**config.mk**
```make
export PLATFORM = sky130hd
export DESIGN_NAME = md_unit
export DESIGN_NICKNAME = d
export VERILOG_FILES = /design/src/rtl/md_pkg.sv /design/src/rtl/div_core.sv /design/src/rtl/md_unit.sv
export SDC_FILE = /design/constraint.sdc
export NUM_CORES = 2
export LEC_CHECK = 0
export ABC_AREA = 1
export CELL_PAD_IN_SITES_DETAIL_PLACEMENT = 0
export CELL_PAD_IN_SITES_GLOBAL_PLACEMENT = 1
export CORE_UTILIZATION = 50
export CTS_CLUSTER_DIAMETER = 30
export CTS_CLUSTER_SIZE = 8
export DETAILED_ROUTE_END_ITERATION = 8
export PLACE_DENSITY_LB_ADDON = 0.25
export SYNTH_ARGS = -nofsm -noshare
export SYNTH_HDL_FRONTEND = slang
export SYNTH_HIERARCHICAL = 1
export SYNTH_SLANG_ARGS = --single-unit
export TNS_END_PERCENT = 20
```
**constraint.sdc**
```tcl
create_clock -name clk -period 8 [get_ports clk]
set_input_delay 1.6 -clock clk [delete_from_list [all_inputs] [get_ports clk]]
set_output_delay 1.6 -clock clk [all_outputs]
set_load 0.01 [all_outputs]
```
**src/rtl/md_pkg.sv**
```systemverilog
// rtl/md_pkg.sv - shared encodings and defaults for the multiply/divide unit
// Purpose: op codes, FSM state encoding and default operand width used by
//          md_unit and div_core.
package md_pkg;

  localparam int MD_WIDTH = 32;

  typedef enum logic [2:0] {
    MD_NOP   = 3'd0,
    MD_MULT  = 3'd1,
    MD_MULTU = 3'd2,
    MD_DIV   = 3'd3,
    MD_DIVU  = 3'd4,
    MD_MTHI  = 3'd5,
    MD_MTLO  = 3'd6
  } md_op_e;

  typedef enum logic [1:0] {
    ST_IDLE = 2'd0,
    ST_RUN  = 2'd1,
    ST_DONE = 2'd2
  } md_state_e;

endpackage

```
**src/rtl/div_core.sv**
```systemverilog
// rtl/div_core.sv - radix-2 restoring divider datapath, one step per cycle
// Purpose: unsigned WIDTH/WIDTH restoring division over WIDTH iterations.
// Ports:
//   clk, rst        clock, asynchronous active-low reset
//   load            latch dividend/divisor and begin iterating
//   abort           drop any division in progress
//   dividend        unsigned dividend (sampled on load)
//   divisor         unsigned nonzero divisor (sampled on load)
//   quotient        quotient after the step taken this cycle
//   remainder       remainder after the step taken this cycle
//   last            this cycle performs the final iteration
module div_core
  import md_pkg::*;
#(
  parameter int WIDTH = MD_WIDTH
) (
  input  logic             clk,
  input  logic             rst,
  input  logic             load,
  input  logic             abort,
  input  logic [WIDTH-1:0] dividend,
  input  logic [WIDTH-1:0] divisor,
  output logic [WIDTH-1:0] quotient,
  output logic [WIDTH-1:0] remainder,
  output logic             last
);

  localparam int CW = $clog2(WIDTH);

  logic             r_busy;
  logic [CW-1:0]    r_cnt;
  logic [WIDTH-1:0] r_rem;
  logic [WIDTH-1:0] r_quo;  // dividend bits shift out the top, quotient bits in the bottom
  logic [WIDTH-1:0] r_dvs;

  logic [WIDTH:0]   w_shift;
  logic [WIDTH:0]   w_diff;
  logic             w_fits;
  logic [WIDTH-1:0] w_rem_nxt;
  logic [WIDTH-1:0] w_quo_nxt;

  // The partial remainder stays below the divisor, so the shifted value
  // needs only one extra bit; its borrow tells whether the divisor fits.
  assign w_shift   = {r_rem, r_quo[WIDTH-1]};
  assign w_diff    = w_shift - {1'b0, r_dvs};
  assign w_fits    = ~w_diff[WIDTH];
  assign w_rem_nxt = w_fits ? w_diff[WIDTH-1:0] : w_shift[WIDTH-1:0];
  assign w_quo_nxt = {r_quo[WIDTH-2:0], w_fits};

  assign quotient  = w_quo_nxt;
  assign remainder = w_rem_nxt;
  assign last      = r_busy && (r_cnt == CW'(WIDTH - 1));

  always_ff @(posedge clk or negedge rst) begin
    if (!rst) begin
      r_busy <= 1'b0;
      r_cnt  <= '0;
      r_rem  <= '0;
      r_quo  <= '0;
      r_dvs  <= '0;
    end else if (abort) begin
      r_busy <= 1'b0;
    end else if (load) begin
      r_busy <= 1'b1;
      r_cnt  <= '0;
      r_rem  <= '0;
      r_quo  <= dividend;
      r_dvs  <= divisor;
    end else if (r_busy) begin
      r_rem <= w_rem_nxt;
      r_quo <= w_quo_nxt;
      r_cnt <= r_cnt + CW'(1);
      if (last) r_busy <= 1'b0;
    end
  end

endmodule

```
**src/rtl/md_unit.sv**
```systemverilog
// rtl/md_unit.sv - multiply/divide unit with architectural HI/LO registers
// Purpose: single-cycle MULT/MULTU/MTHI/MTLO, multi-cycle DIV/DIVU with
//          pipeline stall, cancel on flush.
// Ports:
//   clk, rst        clock, asynchronous active-low reset
//   start, op       valid md instruction in EX and its operation code
//   opa, opb        rs / rt operands
//   cancel          pipeline flush, aborts a divide
//   stall           hold IF/ID/EX
//   hi_o, lo_o      HI / LO registers
module md_unit
  import md_pkg::*;
#(
  parameter int WIDTH = MD_WIDTH
) (
  input  logic             clk,
  input  logic             rst,
  input  logic             start,
  input  logic [2:0]       op,
  input  logic [WIDTH-1:0] opa,
  input  logic [WIDTH-1:0] opb,
  input  logic             cancel,
  output logic             stall,
  output logic [WIDTH-1:0] hi_o,
  output logic [WIDTH-1:0] lo_o
);

  md_state_e        r_state;
  logic [WIDTH-1:0] r_hi;
  logic [WIDTH-1:0] r_lo;
  logic             r_neg_q;
  logic             r_neg_r;

  logic             w_accept;
  logic             w_is_div;
  logic             w_signed_div;
  logic             w_signed_mul;
  logic [WIDTH-1:0] w_abs_a;
  logic [WIDTH-1:0] w_abs_b;
  logic             w_div_load;
  logic [2*WIDTH-1:0] w_ext_a;
  logic [2*WIDTH-1:0] w_ext_b;
  logic [2*WIDTH-1:0] w_prod;
  logic [WIDTH-1:0] w_quo;
  logic [WIDTH-1:0] w_rem;
  logic             w_last;
  logic [WIDTH-1:0] w_quo_fix;
  logic [WIDTH-1:0] w_rem_fix;

  assign w_accept     = (r_state == ST_IDLE) && start && !cancel;
  assign w_is_div     = (op == MD_DIV) || (op == MD_DIVU);
  assign w_signed_div = (op == MD_DIV);
  assign w_signed_mul = (op == MD_MULT);
  assign stall        = (w_accept && w_is_div) || (r_state == ST_RUN);

  assign w_abs_a    = (w_signed_div && opa[WIDTH-1]) ? -opa : opa;
  assign w_abs_b    = (w_signed_div && opb[WIDTH-1]) ? -opb : opb;
  assign w_div_load = w_accept && w_is_div && (opb != '0);

  // Extending both operands to 2*WIDTH and keeping the low half of the
  // product gives the exact signed or unsigned result with one multiplier.
  assign w_ext_a = {{WIDTH{w_signed_mul & opa[WIDTH-1]}}, opa};
  assign w_ext_b = {{WIDTH{w_signed_mul & opb[WIDTH-1]}}, opb};
  assign w_prod  = w_ext_a * w_ext_b;

  // Magnitudes are divided; the most-negative dividend wraps back to itself
  // on negation, which yields the architecturally expected result.
  assign w_quo_fix = r_neg_q ? -w_quo : w_quo;
  assign w_rem_fix = r_neg_r ? -w_rem : w_rem;

  div_core #(.WIDTH(WIDTH)) u_div_core (
    .clk       (clk),
    .rst       (rst),
    .load      (w_div_load),
    .abort     (cancel),
    .dividend  (w_abs_a),
    .divisor   (w_abs_b),
    .quotient  (w_quo),
    .remainder (w_rem),
    .last      (w_last)
  );

  always_ff @(posedge clk or negedge rst) begin
    if (!rst) begin
      r_state <= ST_IDLE;
      r_hi    <= '0;
      r_lo    <= '0;
      r_neg_q <= 1'b0;
      r_neg_r <= 1'b0;
    end else begin
      case (r_state)
        ST_IDLE: begin
          if (start && !cancel) begin
            case (op)
              MD_MULT, MD_MULTU: {r_hi, r_lo} <= w_prod;
              MD_MTHI: r_hi <= opa;
              MD_MTLO: r_lo <= opa;
              MD_DIV, MD_DIVU: begin
                if (opb == '0) begin
                  r_hi    <= opa;
                  r_lo    <= '1;
                  r_state <= ST_DONE;
                end else begin
                  r_neg_q <= w_signed_div && (opa[WIDTH-1] ^ opb[WIDTH-1]);
                  r_neg_r <= w_signed_div && opa[WIDTH-1];
                  r_state <= ST_RUN;
                end
              end
              default: ;
            endcase
          end
        end
        ST_RUN: begin
          if (cancel) begin
            r_state <= ST_IDLE;
          end else if (w_last) begin
            r_lo    <= w_quo_fix;
            r_hi    <= w_rem_fix;
            r_state <= ST_DONE;
          end
        end
        ST_DONE: r_state <= ST_IDLE;
        default: r_state <= ST_IDLE;
      endcase
    end
  end

  assign hi_o = r_hi;
  assign lo_o = r_lo;

endmodule
```
* After elaboration in Yosys (flattened, before gate mapping) *
Cells that the tools add are included.
W data, S select, Z words.

operators by class
  multipliers = 1
  reduce and logical (&&, ||, !) cells = 25
  equal/unequal tests = 16
  muxes and demuxes = 33
  bitwise gates (word level) = 6
  add/sub/neg operators = 6

operator list
  kind                   count
  $mux W32               17
  $pmux W32 S3           2
  $neg A32 Y32           4
  $pmux W32 S2           2
  $mul A33 B33 Y64       1
  $sub A33 B32 Y33       1
  $logic_not A32 Y1      1
  $reduce_bool A32 Y1    1
  $reduce_and A6 Y1      2
  $mux W2                5
  $mux W5                2
  $eq A3 B3 Y1 const B   3
  $logic_and A1 B1 Y1    9
  $ne A4 B1 Y1 const B   2
  $eq A3 B2 Y1 const B   2
  $ne A2 B1 Y1 const B   3
  $add A5 B1 Y5 const B  1
  $eq A5 B5 Y1 const B   1
  $mux W1                4
  $pmux W2 S2            1
  $reduce_and A2 Y1      2
  $reduce_and A4 Y1      1
  $reduce_bool A2 Y1     2
  $reduce_or A2 Y1       2
  12 further kinds       16

storage, ports and cells
  output and inout bits = 65
  flip-flop bits (word level) = 170

* Logic depth before layout (Yosys ltp) *
  depth in word-level cells = 7
  mapped depth = 36
  mapped depth without buffers = 35

* Cells and area by module *
The synthesis kept the hierarchy.

modules (own cells, without submodules)
  module    area each (µm²)  seq. area each (µm²)  instances  cells each
  md_unit   47180.2          1701.6                1          6311
  div_core  7787.5           2552.4                1          1200

* Worst setup path before layout *
No wires, ideal clock.

  path type = input port to flip-flop
  start point = in op[1]
  end point = reg r_hi[21], in the netlist hi_o[21]
  setup slack = -647 ps
  cell stages on the path = 31
  arrival = 8569 ps
  library setup time = 78 ps
  cell sequence = nor3_2 inv_1 clkbuf_1 nor2_1 fa_1 inv_1 fa_1 inv_1 fa_1 fa_1 inv_1 fa_1 inv_1 fa_1 inv_1 fa_1 fa_1 inv_1 ha_1 nand2_1 nor2_1 inv_1 nor2_1 inv_1 nor3_1 o21ai_0 nand3_1 nand2_1 nand3_1 nand2_1 a21boi_1

on the way
  longest elaborated chain between the ends = 6

RTL lines
  item                                     line                          text
  start, declared                          md_unit.sv:19                 input logic [2:0] op,
  $eq A3 B1 Y1                             md_unit.sv:53, md_unit.sv:94
  $and A1 B1 Y1, on equally long branches  md_unit.sv:62, md_unit.sv:63
  $mul A33 B33 Y64                         md_unit.sv:64                 assign w_prod = w_ext_a * w_ext_b;
  $pmux W32 S3                             md_unit.sv:94                 case (op)
  $mux W32                                 md_unit.sv:93                 if (start && !cancel) begin
  $pmux W32 S2                             md_unit.sv:91                 case (r_state)
  end signal, assigned                     md_unit.sv:95                 MD_MULT, MD_MULTU: {r_hi, r_lo} <= w_prod;
  end signal, assigned                     md_unit.sv:96                 MD_MTHI: r_hi <= opa;
  end signal, assigned                     md_unit.sv:100                r_hi <= opa;
  end, declared                            md_unit.sv:29                 logic [WIDTH-1:0] r_hi;

Parallel ways exist; a longest one is shown, timed or not. The select of a mux whose other input is x is not followed.
A chain may end at the register's enable or synchronous reset.

* Worst setup path after layout *
  start point = in op[1]
  end point = reg r_hi[25], in the netlist hi_o[25]

Same word-level chain as after synthesis.

==> impl_metrics.env <==
export IMPL_synth_distinct_cells=55
export IMPL_rows=121
export IMPL_dieArea_mm2=0.111
export IMPL_path_clk_slew_ns=0.08
export IMPL_syn_area_mm2=0.0550
export IMPL_grt_max_degree=86
export IMPL_synth_edf_count=0
export IMPL_final_cell_mix="nand2_1, inv_1, fa_1"
export IMPL_critPathMostFrequentCell="fa_1"
export IMPL_gp_congestion=0.984
export IMPL_num_fill_cells=10200
export IMPL_synth_seq_area_share_pct=7.74
export IMPL_ant_nets=0
export IMPL_max_slew_margin_pct=25.7
export IMPL_crit_fanout=7
export IMPL_fp_dieW_um=334
export IMPL_worstSkewPairLatency_ns=0.48
export IMPL_drc=0
export IMPL_finalHoldViolations=0
export IMPL_drv_slew=0
export IMPL_area_delta_synth_final_pct=19.4
export IMPL_synth_cells=7511
export IMPL_synthesis_nets=8959
export IMPL_status="finished with violations"
export IMPL_period_minus_slack_ns=8.26
export IMPL_synthTopCellsByArea="fa_1, nand2_1, inv_1"
export IMPL_start_util_pct=50.5
export IMPL_drt_pass1_iter_count=5
export IMPL_mostFrequentLayoutCell="nand2_1"
export IMPL_routed_wl_um=188000
export IMPL_port_buffers=135
export IMPL_synthArstFlopShare_pct=100
export IMPL_cts_hold_buffers_added=0
export IMPL_grt_first_pass_wirelength_um=291000
export IMPL_rsz0062_at_grt="true"
export IMPL_vias=48600
export IMPL_vias_per_cell=5.12
export IMPL_yosysWarningCount=6
export IMPL_crit_path_top_delay_cell="fa_2"
export IMPL_worstMarginPinSlew_ns=1.11
export IMPL_max_cap_violations=0
export IMPL_violations="setup timing"
export IMPL_cts_buffer_depth=2
export IMPL_period_share_pct=103
export IMPL_numCtsBuffers=17
export IMPL_fmax_mhz=121
export IMPL_core_area_mm2=0.109
export IMPL_clockRootBuffer="clkbuf_16"
export IMPL_drt_initial_drc_count=3794
export IMPL_setup_viol=34
export IMPL_synth_avg_cell_area_um2=7.32
export IMPL_fin_util_pct=60.3
export IMPL_die_h_um=334
export IMPL_required_ns=8.39
export IMPL_first_global_vias=49300
export IMPL_critPathLaunchType="primary input"
export IMPL_h_tree_depth=4
export IMPL_post_drt_wl_per_cell_um=19.8
export IMPL_clkSinkCount=170
export IMPL_path_class="primary input to register"
export IMPL_worstPathArrival_ns=8.65
export IMPL_antenna_found_initial=11
export IMPL_synth_ff_type="dfrtp_1"
export IMPL_yosysTopAreaCell="fa_1"
export IMPL_layout_nets=9507
export IMPL_hold_class="register to register"
export IMPL_drive_gt1_share_pct=16.3
export IMPL_cts_tree="done"
export IMPL_ios=136
export IMPL_max_stage_delay_ns=0.59
export IMPL_grt_usage_pct=34.5
export IMPL_setup_slack_ns=-0.263
export IMPL_fin_skew_ns=0.0151
export IMPL_synth_top_area_share_pct=41.0
export IMPL_overflow=0
export IMPL_dp_hpwl_um=162000
export IMPL_synth_seq_cells=170
export IMPL_end_kind="register"
[cells by family (layout without fill, tap and decap cells)]
kind of cell	count (synthesis)	count (layout)	synth area share, %
compound gates	570	570	5.90
buf+inv	2391	2952	16.7
simple gates	2901	2901	21.3
mux	1	1	0.0205
flops	170	170	7.74
other cells	0	11	0
xor+xnor	101	101	1.61
fa+ha+maj	1377	1377	46.7
[path summary, 6_finish.rpt]
kind	start	endpoint	slack (ns)	cells after the start
min in group asynchronous	rst	lo_o[30]$_DFFE_PN0P_	1.19	1
min	lo_o[17]$_DFFE_PN0P_	lo_o[17]$_DFFE_PN0P_	0.48	2
max	op[1]	hi_o[25]$_DFFE_PN0P_	-0.26	34
max in group asynchronous	rst	u_div_core/r_dvs[26]$_DFFE_PN0P_	5.57	2
max reg2reg	u_div_core/r_quo[31]$_DFFE_PN0P_	hi_o[20]$_DFFE_PN0P_	2.80	29
min reg2reg	lo_o[17]$_DFFE_PN0P_	lo_o[17]$_DFFE_PN0P_	0.48	2
[Yosys cell counts, types with 34 or more instances]
cell / instances
nor2_1: 385
buf_1: 89
clkbuf_1: 224
inv_1: 2008
xor2_1: 63
buf_4: 34
o211ai_1: 42
nor3_1: 42
fa_1: 1126
o21ai_0: 205
a21oi_1: 219
nand2_1: 2096
dfrtp_1: 170
nand3_1: 231
ha_1: 251
xnor2_1: 38
nand4_1: 35
[state kept, by name, summed over array words and instances (netlist names)]
register	cells
u_div_core/r_rem	32
lo_o	32
u_div_core/r_quo	32
r_neg_q	1
r_state	2
u_div_core/r_dvs	32
u_div_core/r_cnt	5
r_neg_r	1
hi_o	32
u_div_core/r_busy	1
[worst max-delay path, delay by kind of cell]
family | cells | cell delay, ns
adders and majority gates | 9 | 4.28
buffers and inverters | 14 | 1.43
and+or+nand+nor | 10 | 1.17
AOI/OAI and AO/OA | 1 | 0.16
[area by class of cell]
type	instances	area [um2]	area share [%]
antenna	11	27.5	0.0419
tap	1414	1770	2.70
clock inverter	15	200	0.305
multi-input combinational	4950	43400	66.2
sequential	170	4250	6.48
inverter	2020	7600	11.6
clock buffer	17	425	0.648
timing repair buffer	900	7930	12.1
[through the flow]
stage,hold WS [ns],setup TNS [ns],cells,area [um2],setup WS (ns)
floorplan,0.446,-2.72,7511,55200,-0.233
global placement,0.461,-50.29,9394,62500,-1.31
detailed placement,0.465,-53.76,9394,62500,-1.33
CTS,0.486,-7.91,9472,64800,-0.330
global route,0.509,-15.67,9492,65600,-0.558
finish,0.484,-5.13,9497,65600,-0.263
[metal layers]
layer / global-route usage [%] / wire, um / vias to the layer above
li1: - / - / 22700
met1: 46.9 / 79600 / 24100
met2: 57.1 / 89700 / 1515
met3: 3.88 / 11100 / 257
met4: 11.9 / 7720 / 4
met5: 0 / 19 / -
[repair_timing]
| item | CTS | global route |
|---|---|---|
| buffers inserted | 42 | 13 |
| endpoints found under the setup margin | 48 | 52 |
| gates cloned | 5 | 1 |
| gates resized for setup | 344 | 187 |
| pin swaps | 107 | 111 |
Power is left out: the tool's default activity adds up to more than one toggle a clock period on the data nets, which glitch-free logic cannot reach.
